`src/rtl/dm_port_arbiter_pkg.sv`:
```
// Shared encodings for the data-memory port arbiter: word modes, FSM states, owner ids.
// Latency: n/a (types and constants only).
// Backpressure: n/a.
package dm_port_arbiter_pkg;

    // Access sequencing states
    typedef enum logic [1:0] {
        ST_IDLE = 2'd0,
        ST_ACC  = 2'd1,
        ST_RESP = 2'd2,
        ST_ERR  = 2'd3
    } state_t;

    // Word modes: full word, half unsigned/signed, byte unsigned/signed
    localparam logic [2:0] WM_WD = 3'd0;
    localparam logic [2:0] WM_HU = 3'd1;
    localparam logic [2:0] WM_HS = 3'd2;
    localparam logic [2:0] WM_BU = 3'd3;
    localparam logic [2:0] WM_BS = 3'd4;

    // Requester ids
    localparam logic OWN_C = 1'b0;
    localparam logic OWN_B = 1'b1;

endpackage

```
`src/rtl/dm_port_arbiter_lane_unit.sv`:
```
// Lane steering: byte enables, replicated write data, sub-word read extract, misalign flag.
// Latency: purely combinational.
// Backpressure: none; follows its inputs.
module dm_lane_unit
    import dm_port_arbiter_pkg::*;
(
    input  logic [2:0]  wm,
    input  logic [1:0]  addr,
    input  logic [31:0] wdata,
    input  logic [31:0] mem_rdata,
    output logic [3:0]  be,
    output logic [31:0] wdata_al,
    output logic [31:0] rdata_ext,
    output logic        misalign
);

    logic [15:0] hsel;
    logic [7:0]  bsel;

    // Lane picked out of the returned word for half and byte loads
    assign hsel = addr[1] ? mem_rdata[31:16] : mem_rdata[15:0];
    assign bsel = 8'(mem_rdata >> {addr, 3'b000});

    // Decode word mode into enables, write replication and read extension;
    // unknown modes produce no enables and a zero read result
    always_comb begin
        be        = 4'b0000;
        wdata_al  = wdata;
        rdata_ext = 32'h0;
        misalign  = 1'b0;
        case (wm)
            WM_WD: begin
                be        = 4'b1111;
                rdata_ext = mem_rdata;
                misalign  = (addr != 2'b00);
            end
            WM_HU, WM_HS: begin
                be        = addr[1] ? 4'b1100 : 4'b0011;
                wdata_al  = {2{wdata[15:0]}};
                rdata_ext = (wm == WM_HS) ? {{16{hsel[15]}}, hsel} : {16'h0, hsel};
                misalign  = addr[0];
            end
            WM_BU, WM_BS: begin
                be        = 4'b0001 << addr;
                wdata_al  = {4{wdata[7:0]}};
                rdata_ext = (wm == WM_BS) ? {{24{bsel[7]}}, bsel} : {24'h0, bsel};
            end
            default: ;
        endcase
    end

endmodule

```
`src/rtl/dm_port_arbiter.sv`:
```
// Two-requester arbiter (CPU c_*, bridge b_*) in front of a single-port synchronous data memory.
// Latency: request seen in IDLE at edge N -> done/err registered at edge N+2 / N+1; one access per 3 cycles.
// Backpressure: requesters hold req and fields until done/err; the tie loser waits for the next IDLE.
module dm_port_arbiter
    import dm_port_arbiter_pkg::*;
#(
    parameter int ADDR_W     = 32,
    parameter bit FIXED_PRIO = 1'b0
) (
    input  logic              clk,
    input  logic              reset,
    input  logic              c_req,
    input  logic              c_we,
    input  logic [2:0]        c_wm,
    input  logic [ADDR_W-1:0] c_addr,
    input  logic [31:0]       c_wdata,
    output logic              c_done,
    output logic              c_err,
    output logic [31:0]       c_rdata,
    input  logic              b_req,
    input  logic              b_we,
    input  logic [2:0]        b_wm,
    input  logic [ADDR_W-1:0] b_addr,
    input  logic [31:0]       b_wdata,
    output logic              b_done,
    output logic              b_err,
    output logic [31:0]       b_rdata,
    output logic              mem_en,
    output logic              mem_we,
    output logic [3:0]        mem_be,
    output logic [ADDR_W-3:0] mem_addr,
    output logic [31:0]       mem_wdata,
    input  logic [31:0]       mem_rdata
);

    state_t            state;
    logic              owner;
    logic              rr_last;
    logic              lat_we;
    logic [2:0]        lat_wm;
    logic [ADDR_W-1:0] lat_addr;
    logic [31:0]       lat_wdata;

    logic              win;
    logic              win_we;
    logic [2:0]        win_wm;
    logic [ADDR_W-1:0] win_addr;
    logic [31:0]       win_wdata;
    logic              idle;
    logic              acc;

    logic [2:0]        sel_wm;
    logic [1:0]        sel_addr;
    logic [31:0]       sel_wdata;
    logic [3:0]        lane_be;
    logic [31:0]       lane_wdata;
    logic [31:0]       lane_rdata;
    logic              lane_mis;

    assign idle = (state == ST_IDLE);
    assign acc  = (state == ST_ACC);

    // Winner selection: c by default, the other port than last time on a round-robin tie
    always_comb begin
        win = OWN_C;
        if (c_req && b_req) begin
            win = FIXED_PRIO ? OWN_C : ~rr_last;
        end else if (b_req) begin
            win = OWN_B;
        end
    end

    assign win_we    = (win == OWN_B) ? b_we    : c_we;
    assign win_wm    = (win == OWN_B) ? b_wm    : c_wm;
    assign win_addr  = (win == OWN_B) ? b_addr  : c_addr;
    assign win_wdata = (win == OWN_B) ? b_wdata : c_wdata;

    // The lane unit sees the live winner in IDLE (for the misalign decision)
    // and the latched access in every other state
    assign sel_wm    = idle ? win_wm          : lat_wm;
    assign sel_addr  = idle ? win_addr[1:0]   : lat_addr[1:0];
    assign sel_wdata = idle ? win_wdata       : lat_wdata;

    dm_lane_unit u_lane (
        .wm        (sel_wm),
        .addr      (sel_addr),
        .wdata     (sel_wdata),
        .mem_rdata (mem_rdata),
        .be        (lane_be),
        .wdata_al  (lane_wdata),
        .rdata_ext (lane_rdata),
        .misalign  (lane_mis)
    );

    // Memory strobe and fields exist only during the single ACC cycle
    assign mem_en    = acc;
    assign mem_we    = acc & lat_we;
    assign mem_be    = acc ? lane_be : 4'b0000;
    assign mem_addr  = acc ? lat_addr[ADDR_W-1:2] : '0;
    assign mem_wdata = acc ? lane_wdata : 32'h0;

    // Access sequencer: grant/latch, memory cycle, response or error pulse
    always_ff @(posedge clk or negedge reset) begin
        if (!reset) begin
            state     <= ST_IDLE;
            owner     <= OWN_C;
            rr_last   <= OWN_B;
            lat_we    <= 1'b0;
            lat_wm    <= 3'd0;
            lat_addr  <= '0;
            lat_wdata <= 32'h0;
            c_done    <= 1'b0;
            c_err     <= 1'b0;
            c_rdata   <= 32'h0;
            b_done    <= 1'b0;
            b_err     <= 1'b0;
            b_rdata   <= 32'h0;
        end else begin
            c_done  <= 1'b0;
            c_err   <= 1'b0;
            c_rdata <= 32'h0;
            b_done  <= 1'b0;
            b_err   <= 1'b0;
            b_rdata <= 32'h0;
            case (state)
                ST_IDLE: begin
                    if (c_req || b_req) begin
                        owner     <= win;
                        rr_last   <= win;
                        lat_we    <= win_we;
                        lat_wm    <= win_wm;
                        lat_addr  <= win_addr;
                        lat_wdata <= win_wdata;
                        state     <= lane_mis ? ST_ERR : ST_ACC;
                    end
                end
                ST_ACC: state <= ST_RESP;
                ST_RESP: begin
                    if (owner == OWN_C) begin
                        c_done  <= 1'b1;
                        c_rdata <= lat_we ? 32'h0 : lane_rdata;
                    end else begin
                        b_done  <= 1'b1;
                        b_rdata <= lat_we ? 32'h0 : lane_rdata;
                    end
                    state <= ST_IDLE;
                end
                ST_ERR: begin
                    if (owner == OWN_C) c_err <= 1'b1;
                    else                b_err <= 1'b1;
                    state <= ST_IDLE;
                end
                default: state <= ST_IDLE;
            endcase
        end
    end

endmodule

```
`config.mk`:
```
export PLATFORM = sky130hd
export DESIGN_NAME = dm_port_arbiter
export DESIGN_NICKNAME = d
export VERILOG_FILES = /design/src/rtl/dm_port_arbiter_pkg.sv /design/src/rtl/dm_port_arbiter_lane_unit.sv /design/src/rtl/dm_port_arbiter.sv
export SDC_FILE = /design/constraint.sdc
export NUM_CORES = 1
export LEC_CHECK = 0
export BUFFER_PORTS_ARGS = -buffer_cell sky130_fd_sc_hd__clkbuf_2
export CELL_PAD_IN_SITES_DETAIL_PLACEMENT = 0
export CELL_PAD_IN_SITES_GLOBAL_PLACEMENT = 2
export CORE_AREA = 5 5 179 181
export CTS_BUF_LIST = sky130_fd_sc_hd__clkbuf_8
export DETAILED_ROUTE_END_ITERATION = 7
export DIE_AREA = 0 0 184 186
export HOLD_SLACK_MARGIN = 0.06
export PLACE_DENSITY_LB_ADDON = 0.08
export SYNTH_ARGS = -nofsm -noshare
export SYNTH_HDL_FRONTEND = slang
export SYNTH_HIERARCHICAL = 1
export SYNTH_SLANG_ARGS = --single-unit
```
`constraint.sdc`:
```
create_clock -name clk -period 3.15 [get_ports clk]
set_input_delay 0.315 -clock clk [delete_from_list [all_inputs] [get_ports clk]]
set_output_delay 0.315 -clock clk [all_outputs]
set_load 0.02 [all_outputs]
```
==> flow_summary_export.csv, run 1 <==
group,metric,value,unit
setup_path,timing.critical_path.required,2.83,ns
placed_design,buffer_ports.inserted,307,
worst_hold_path,min_from,"b_addr[31]",
drt,viasPerCell,4.96,
final_layout,antennaDiodeCount,0,
setup_path,startpoint_of_the_most_critical_register_to_register_path,"rr_last$_DFFE_PN1P_",
worst_hold_path,hold_path_depth,3,
die,die_h,186,µm
cts,tritoncts,"yes",
cts,cts.sinks,140,
setup_path,startpoint,"rr_last$_DFFE_PN1P_",
cts,cts.path.max_buffers,2,
sta,grt_setup_unrepaired,"yes",
power,pwr_density,1180,nW/µm²
drt,route.antenna.remaining_nets,0,
sta,fin_crit,3.08,ns
drt,drt-pass1-iter-count,5,
drt,vias_after_detailed_routing,8581,
synth,synthDominantAreaCellType,"sky130_fd_sc_hd__dfrtp_1",
cts,clk_root_buffer_cell,"sky130_fd_sc_hd__clkbuf_8",
setup_path,reg2regPathDepth,11,
placed_design,place_congestion,0.787,
synth,largest_cells_by_area_after_synthesis,"sky130_fd_sc_hd__dfrtp_1, sky130_fd_sc_hd__a31oi_1, sky130_fd_sc_hd__nand2_1",
die,number_of_rows_in_the_core_area,64,
synth,synth_top_cell_area_share,40.3,%
synth,seq_area_frac_synth,40.6,%
sta,skew,0.0211,ns
final_layout,layout.nets,1493,
global_route,first_global_vias,8543,
synth,synth.yosys.warnings,6,
synth,synthesis.area,8620,µm²
sta,relSlewSlack,37.1,%
synth,synthArstFlopShare,100,%
run_status,status,"finished clean",
die,start_util,28.5,%
setup_path,end_kind,"output port",
final_layout,synthToLayoutAreaGrowth,39.6,%
die,design.portCount,308,
sta,achievable-frequency,324,MHz
synth,yosys.cell_count.top_type,"sky130_fd_sc_hd__nand2_1",
sta,final_min_period_over_clock_period,97.8,%
sta,finalHoldWorstSlack,0.0912,ns
global_route,grt-ovfl-total,0,
synth,syn-num-nets,1165,
global_route,globalRouteTotalUtil,19.5,%
worst_hold_path,hold_class,"in -> reg",
setup_path,critPathLaunchType,"register",
setup_path,cp_max_fo,8,
final_layout,ff_latch_area,3510,µm²
power,ir_drop,431,µV
synth,synth_cells,993,
die,die_area,34200,µm²
synth,postSynthRegisterBits,140,
placed_design,hpwl,23900,µm
final_layout,fillers,3209,
synth,synth_ff_type,"sky130_fd_sc_hd__dfrtp_1",
sta,timing.final.max_slew_violations,0,
synth,synth-edff-count,0,
sta,setup-violations-final,0,
final_layout,post_route_cells_drive_above_1_share,41.5,%
sta,count_of_endpoints_failing_hold_in_the_final_timing_report,0,
die,placeableCoreArea,30300,µm²
drt,drt_total_wl,34400,µm
drt,final_routed_drc_violation_total,0,
die,fp.dieW,184,µm
final_layout,layout_utilization,39.8,%
run,max_cap_viol_count,0,
cts,clock_insertion_delay_worst_skew,0.45,ns
synth,post_synth.cell_area_avg,8.68,µm²
placed_design,numPlacedInstances,1648,
drt,routedWlPerCell,19.9,µm
sta,tightest_slew,0.944,ns
cts,cts.htree.levels,4,
cts,tritoncts_buffer_count,17,
cts,clk_transition_reported_paths,0.10,ns
synth,netlist-cell-type-count,50,
synth,synthTopCellsByCount,"sky130_fd_sc_hd__nand2_1, sky130_fd_sc_hd__dfrtp_1, sky130_fd_sc_hd__nor2_1",
setup_path,timing.setup.critical_path_class,"reg -> out",
setup_path,critical_path_arrival,2.77,ns
global_route,grt_start_max_net_pins,71,
global_route,number_of_antenna_violations_at_the_first_check_in_global_routing,2,
final_layout,multi_input_comb_area,4830,µm²
drt,initialDrtViolationCount,595,
sta,fin_setup_tns,0,ns
final_layout,instances_no_fill,1730,
global_route,global_route_wire_length_before_repair,51400,µm
power,static-leakage-power,5.58,nW
[metrics by stage]
stage | power (mW) | setup WS [ns] | area, µm²
floorplan | 8.56 | 0.345 | 8620
global placement | 11.2 | 0.161 | 10600
detailed placement | 11.2 | 0.211 | 10600
CTS | 13.2 | 0.000616 | 11400
global route | 15.3 | -0.0675 | 12000
finish | 14.2 | 0.0680 | 12000
[sequential cells by signal (all words and copies together) (netlist names)]
register	flops
state	2
rr_last	1
lat_wm	3
b_done	1
b_rdata	32
lat_wdata	32
c_done	1
lat_addr	32
lat_we	1
c_err	1
b_err	1
owner	1
c_rdata	32
[final cells by class]
type	count	share of cell area (%)
inverter	30	0.967
clock inverter	15	1.62
sequential	140	29.1
multi-input combinational	725	40.1
timing repair buffer	407	22.1
tap	396	4.12
clock buffer	17	1.94
[layer usage]
metal / vias up / track usage, % / wire (µm)
met2: 237 / 33.0 / 17200
met4: 4 / 4.64 / 484
met1: 4189 / 25.4 / 14600
li1: 4129 / - / -
met5: - / 0 / 32
met3: 22 / 4.30 / 2090
[cell usage in the layout, fill, tap and decap left out, types with 15 or more instances in the layout]
| cell type | instances |
|---|---|
| sky130_fd_sc_hd__a21oi_1 | 96 |
| sky130_fd_sc_hd__clkbuf_8 | 17 |
| sky130_fd_sc_hd__a31oi_1 | 77 |
| sky130_fd_sc_hd__nand2b_1 | 33 |
| sky130_fd_sc_hd__nor2_1 | 98 |
| sky130_fd_sc_hd__buf_6 | 18 |
| sky130_fd_sc_hd__o22ai_1 | 27 |
| sky130_fd_sc_hd__nor2_4 | 20 |
| sky130_fd_sc_hd__dfrtp_1 | 137 |
| sky130_fd_sc_hd__and2_1 | 57 |
| sky130_fd_sc_hd__inv_1 | 27 |
| sky130_fd_sc_hd__o21ai_0 | 19 |
| sky130_fd_sc_hd__nand2_1 | 131 |
| sky130_fd_sc_hd__o221ai_1 | 15 |
| sky130_fd_sc_hd__a31oi_4 | 26 |
| sky130_fd_sc_hd__clkbuf_2 | 286 |
| sky130_fd_sc_hd__buf_4 | 71 |
[worst max-delay path, stage by stage (launching register included)]
cell and delay [ns]:
sky130_fd_sc_hd__dfstp_2 0.59, sky130_fd_sc_hd__a21bo_4 0.25, sky130_fd_sc_hd__nand2_2 0.11, sky130_fd_sc_hd__a31oi_4 0.32, sky130_fd_sc_hd__nor2_4 0.08, sky130_fd_sc_hd__xnor2_2 0.19
sky130_fd_sc_hd__buf_6 0.20, sky130_fd_sc_hd__mux2_4 0.32, sky130_fd_sc_hd__and2_4 0.14, sky130_fd_sc_hd__buf_6 0.12
[power breakdown]
part           internal (mW)  switching [mW]  leakage [nW]
clock                  0.752           0.899         0.219
combinational           4.24            5.61          3.61
sequential              2.34           0.319          1.75
[cell families (layout without fill, tap and decap cells)]
group	Yosys count	in the layout	synth area share, %
buffers and inverters	130	469	8.32
flip-flops	140	140	40.6
AND/OR/NAND/NOR	392	394	22.9
multiplexers	26	26	4.34
XOR/XNOR	1	1	0.189
AO/OA/AOI/OAI	304	304	23.6
[repair_timing]
item | 4_1_cts | 5_1_grt
resized for setup | 26 | 118
hold endpoints to repair | 74 | 1
hold buffers | 13 | 1
pin swaps | 2 | 25
buffers inserted | 8 | 23
endpoints found under the setup margin | 28 | 30
gates cloned | 2 | 3
[path summary, 6_finish.rpt]
path | endpoint | slack, ns
worst max-delay path | mem_wdata[17] | 0.07
worst min-delay path | lat_addr[31]$_DFFE_PN0P_ | 0.09
worst max register to register | c_rdata[9]$_DFF_PN0_ | 0.28
worst min register to register | lat_addr[30]$_DFFE_PN0P_ | 0.55
max in group asynchronous | lat_wdata[30]$_DFFE_PN0P_ | 1.92
min in group asynchronous | c_rdata[21]$_DFF_PN0_ | 0.45
Note: power is estimated with default switching activity, not from simulation.
==> run 2, diff against run 1 <==
--- a/config.mk
+++ b/config.mk
@@ -8,12 +8,13 @@
 export BUFFER_PORTS_ARGS = -buffer_cell sky130_fd_sc_hd__clkbuf_2
 export CELL_PAD_IN_SITES_DETAIL_PLACEMENT = 0
 export CELL_PAD_IN_SITES_GLOBAL_PLACEMENT = 2
-export CORE_AREA = 5 5 179 181
+export CORE_AREA = 5 5 128 252
 export CTS_BUF_LIST = sky130_fd_sc_hd__clkbuf_8
 export DETAILED_ROUTE_END_ITERATION = 7
-export DIE_AREA = 0 0 184 186
+export DIE_AREA = 0 0 133 257
 export HOLD_SLACK_MARGIN = 0.06
 export PLACE_DENSITY_LB_ADDON = 0.08
+export SETUP_SLACK_MARGIN = 0.05
 export SYNTH_ARGS = -nofsm -noshare
 export SYNTH_HDL_FRONTEND = slang
 export SYNTH_HIERARCHICAL = 1
==> run 2 against run 1 <==
Net effect: sequential share of layout area decreased by 2.2 points; combinational power increased by 12%; clock skew increased by 0.0014 ns; critical endpoint is now mem_wdata[25]; highest routed layer unchanged.
==> flow_summary_export.csv, run 2 (synthesis gave the netlist of run 1 again) <==
group,metric,value,unit
final_layout,layout.cells.most_common_list,"sky130_fd_sc_hd__clkbuf_2, sky130_fd_sc_hd__dfrtp_1, sky130_fd_sc_hd__nand2_1",
setup_path,crit_path_max_incr_delay,0.59,ns
placed_design,place_congestion,0.820,
cts,tritoncts,"yes",
final_layout,layout_utilization,43.2,%
final_layout,post_route_cells_drive_above_1_share,39.8,%
die,start_util,28.7,%
power,static-leakage-power,5.93,nW
die,placeableCoreArea,30100,µm²
setup_path,path_buf_inv,3,
placed_design,post-place-ws,-0.0161,ns
final_layout,synthToLayoutAreaGrowth,50.8,%
sta,final_min_period_over_clock_period,99.8,%
drt,routedWlPerCell,21.2,µm
power,fraction_of_power_consumed_by_sequential_logic,17.6,%
setup_path,end_kind,"output port",
power,switching_power,7.16,mW
die,die_area,34200,µm²
setup_path,timing.critical_path.required,2.83,ns
global_route,globalRouteTotalUtil,22.0,%
setup_path,timing.critical_path.slowest_stage_cell,"sky130_fd_sc_hd__dfstp_2",
final_layout,layout_commonest_cell,"sky130_fd_sc_hd__clkbuf_2",
cts,clk_root_buffer_cell,"sky130_fd_sc_hd__clkbuf_8",
sta,finalHoldWorstSlack,0.0956,ns
sta,grt_setup_unrepaired,"yes",
drt,viasPerCell,5.02,
setup_path,timing.setup.critical_path_class,"reg -> out",
final_layout,post_route_standard_cell_area_excluding_fillers,13000,µm²
drt,final_routed_drc_violation_total,0,
die,number_of_rows_in_the_core_area,90,
setup_path,crit_chain,"a21bo_4 > nand2_2 > a31oi_4 > buf_12 > buf_16 > mux2i_1 > a221oi_4 > o21a_1 > and2_1 > clkbuf_4",
sta,relSlewSlack,36.7,%
die,die_h,257,µm
global_route,number_of_antenna_violations_at_the_first_check_in_global_routing,3,
global_route,global_route_wire_length_before_repair,57500,µm
cts,cts.sinks,140,
cts,cts.htree.levels,4,
power,pwr_density,1170,nW/µm²
sta,achievable-frequency,318,MHz
sta,fin_setup_tns,0,ns
sta,setup-violations-final,0,
power,p_int,8.06,mW
sta,count_of_endpoints_failing_hold_in_the_final_timing_report,0,
placed_design,dpl_cell_area,10500,µm²
placed_design,buffer_ports.inserted,307,
drt,route.antenna.remaining_nets,0,
drt,drt_total_wl,37700,µm
worst_hold_path,hold_class,"in -> reg",
setup_path,critPathLaunchType,"register",
sta,finalWorstSetupSlack,0.00622,ns
drt,vias_after_detailed_routing,8922,
setup_path,crit_family,"compound AO/OA/AOI/OAI gates",
die,design.portCount,308,
global_route,grt_start_max_net_pins,61,
sta,fin_crit,3.14,ns
run,max_cap_viol_count,0,
power,ir_drop,504,µV
final_layout,layout.nets,1566,
placed_design,numPlacedInstances,1616,
setup_path,critical_path_arrival,2.83,ns
cts,cts.path.max_buffers,2,
power,power.share.switching,47.0,%
cts,tritoncts_buffer_count,17,
die,fp.dieW,133,µm
cts,clk_transition_reported_paths,0.11,ns
final_layout,instances_no_fill,1777,
run_status,status,"finished clean",
cts,clock_insertion_delay_worst_skew,0.50,ns
setup_path,cp_max_fo,13,
global_route,first_global_vias,9620,
drt,initialDrtViolationCount,421,
sta,tightest_slew,0.950,ns
drt,drt-pass1-iter-count,6,
sta,timing.final.max_slew_violations,0,
sta,skew,0.0225,ns
power,power,15.2,mW
power,share_clk_of_total_power,9.9,%
placed_design,hpwl,26800,µm
global_route,grt-ovfl-total,0,
power,power.share.combinational,72.4,%
run 2: changes by cell type in the layout (fill, tap and decap cells not counted), moves of 4 or more:
cell                            delta
sky130_fd_sc_hd__dlygate4sd3_1    +69
sky130_fd_sc_hd__clkbuf_8         +13
sky130_fd_sc_hd__buf_6            -12
sky130_fd_sc_hd__buf_4            -11
sky130_fd_sc_hd__and2_1            +7
sky130_fd_sc_hd__and2_4            -7
sky130_fd_sc_hd__mux2_2            +7
sky130_fd_sc_hd__mux2_4            -7
sky130_fd_sc_hd__buf_12            +6
sky130_fd_sc_hd__o22ai_1           -5
sky130_fd_sc_hd__o22ai_2           +5
sky130_fd_sc_hd__a31oi_1           -4
sky130_fd_sc_hd__bufbuf_16         +4
run 2: repair_timing:
action / in CTS / in global routing
setup buffers: 28 / 6
gates cloned: 9 / 1
endpoints found under the hold margin: 101 / 0
gates resized for setup: 117 / 22
pin swaps: 17 / 9
endpoints found under the setup margin: 30 / 28
hold buffers: 83 / 0
run 2: path summary, 6_finish.rpt:
path,startpoint,to,slack [ns],depth (start not counted)
setup / recovery,rr_last$_DFFE_PN1P_,mem_wdata[25],0.006,10
hold / removal,c_addr[15],lat_addr[15]$_DFFE_PN0P_,0.1,3
setup reg to reg,rr_last$_DFFE_PN1P_,c_rdata[8]$_DFF_PN0_,0.27,12
hold reg to reg,owner$_DFFE_PN0P_,c_err$_DFF_PN0_,0.53,1
max in group asynchronous,reset,b_rdata[3]$_DFF_PN0_,1.90,3
min in group asynchronous,reset,c_rdata[20]$_DFF_PN0_,0.36,2
run 2: tightest hold or removal path, stage by stage:
cell	delay (ns)
sky130_fd_sc_hd__clkbuf_2	0.08
sky130_fd_sc_hd__nand2_1	0.09
sky130_fd_sc_hd__a31oi_4	0.08
run 2: area by class of cell:
type / count / area, µm²
diodes: 2 / 5.00
clock buffers: 17 / 234
clock inverters: 15 / 151
fillers: 3123 / 17100
inverters: 30 / 121
multi-input cells: 725 / 4910
flip-flops and latches: 140 / 3510
well taps: 368 / 460
repair buffers: 480 / 3610
run 2: power groups by stage:
| stage | logic [mW] | registers [mW] | clock network [mW] |
|---|---|---|---|
| 6_report | 11.0 | 2.68 | 1.51 |
| 5_1_grt | 11.9 | 2.76 | 1.63 |
| 4_1_cts | 10.9 | 2.68 | 1.56 |
| 3_5_place_dp | 8.47 | 2.70 | 0 |
| 3_3_place_gp | 8.46 | 2.68 | 0 |
| 2_1_floorplan | 5.89 | 2.67 | 0 |
run 2: metal layers:
layer	vias to the layer above	wire length [µm]	GRT usage, %
li1	4272	-	-
met1	4339	13100	21.9
met2	258	21400	43.1
met3	51	1680	4.55
met4	2	1510	9.39
met5	-	7	0
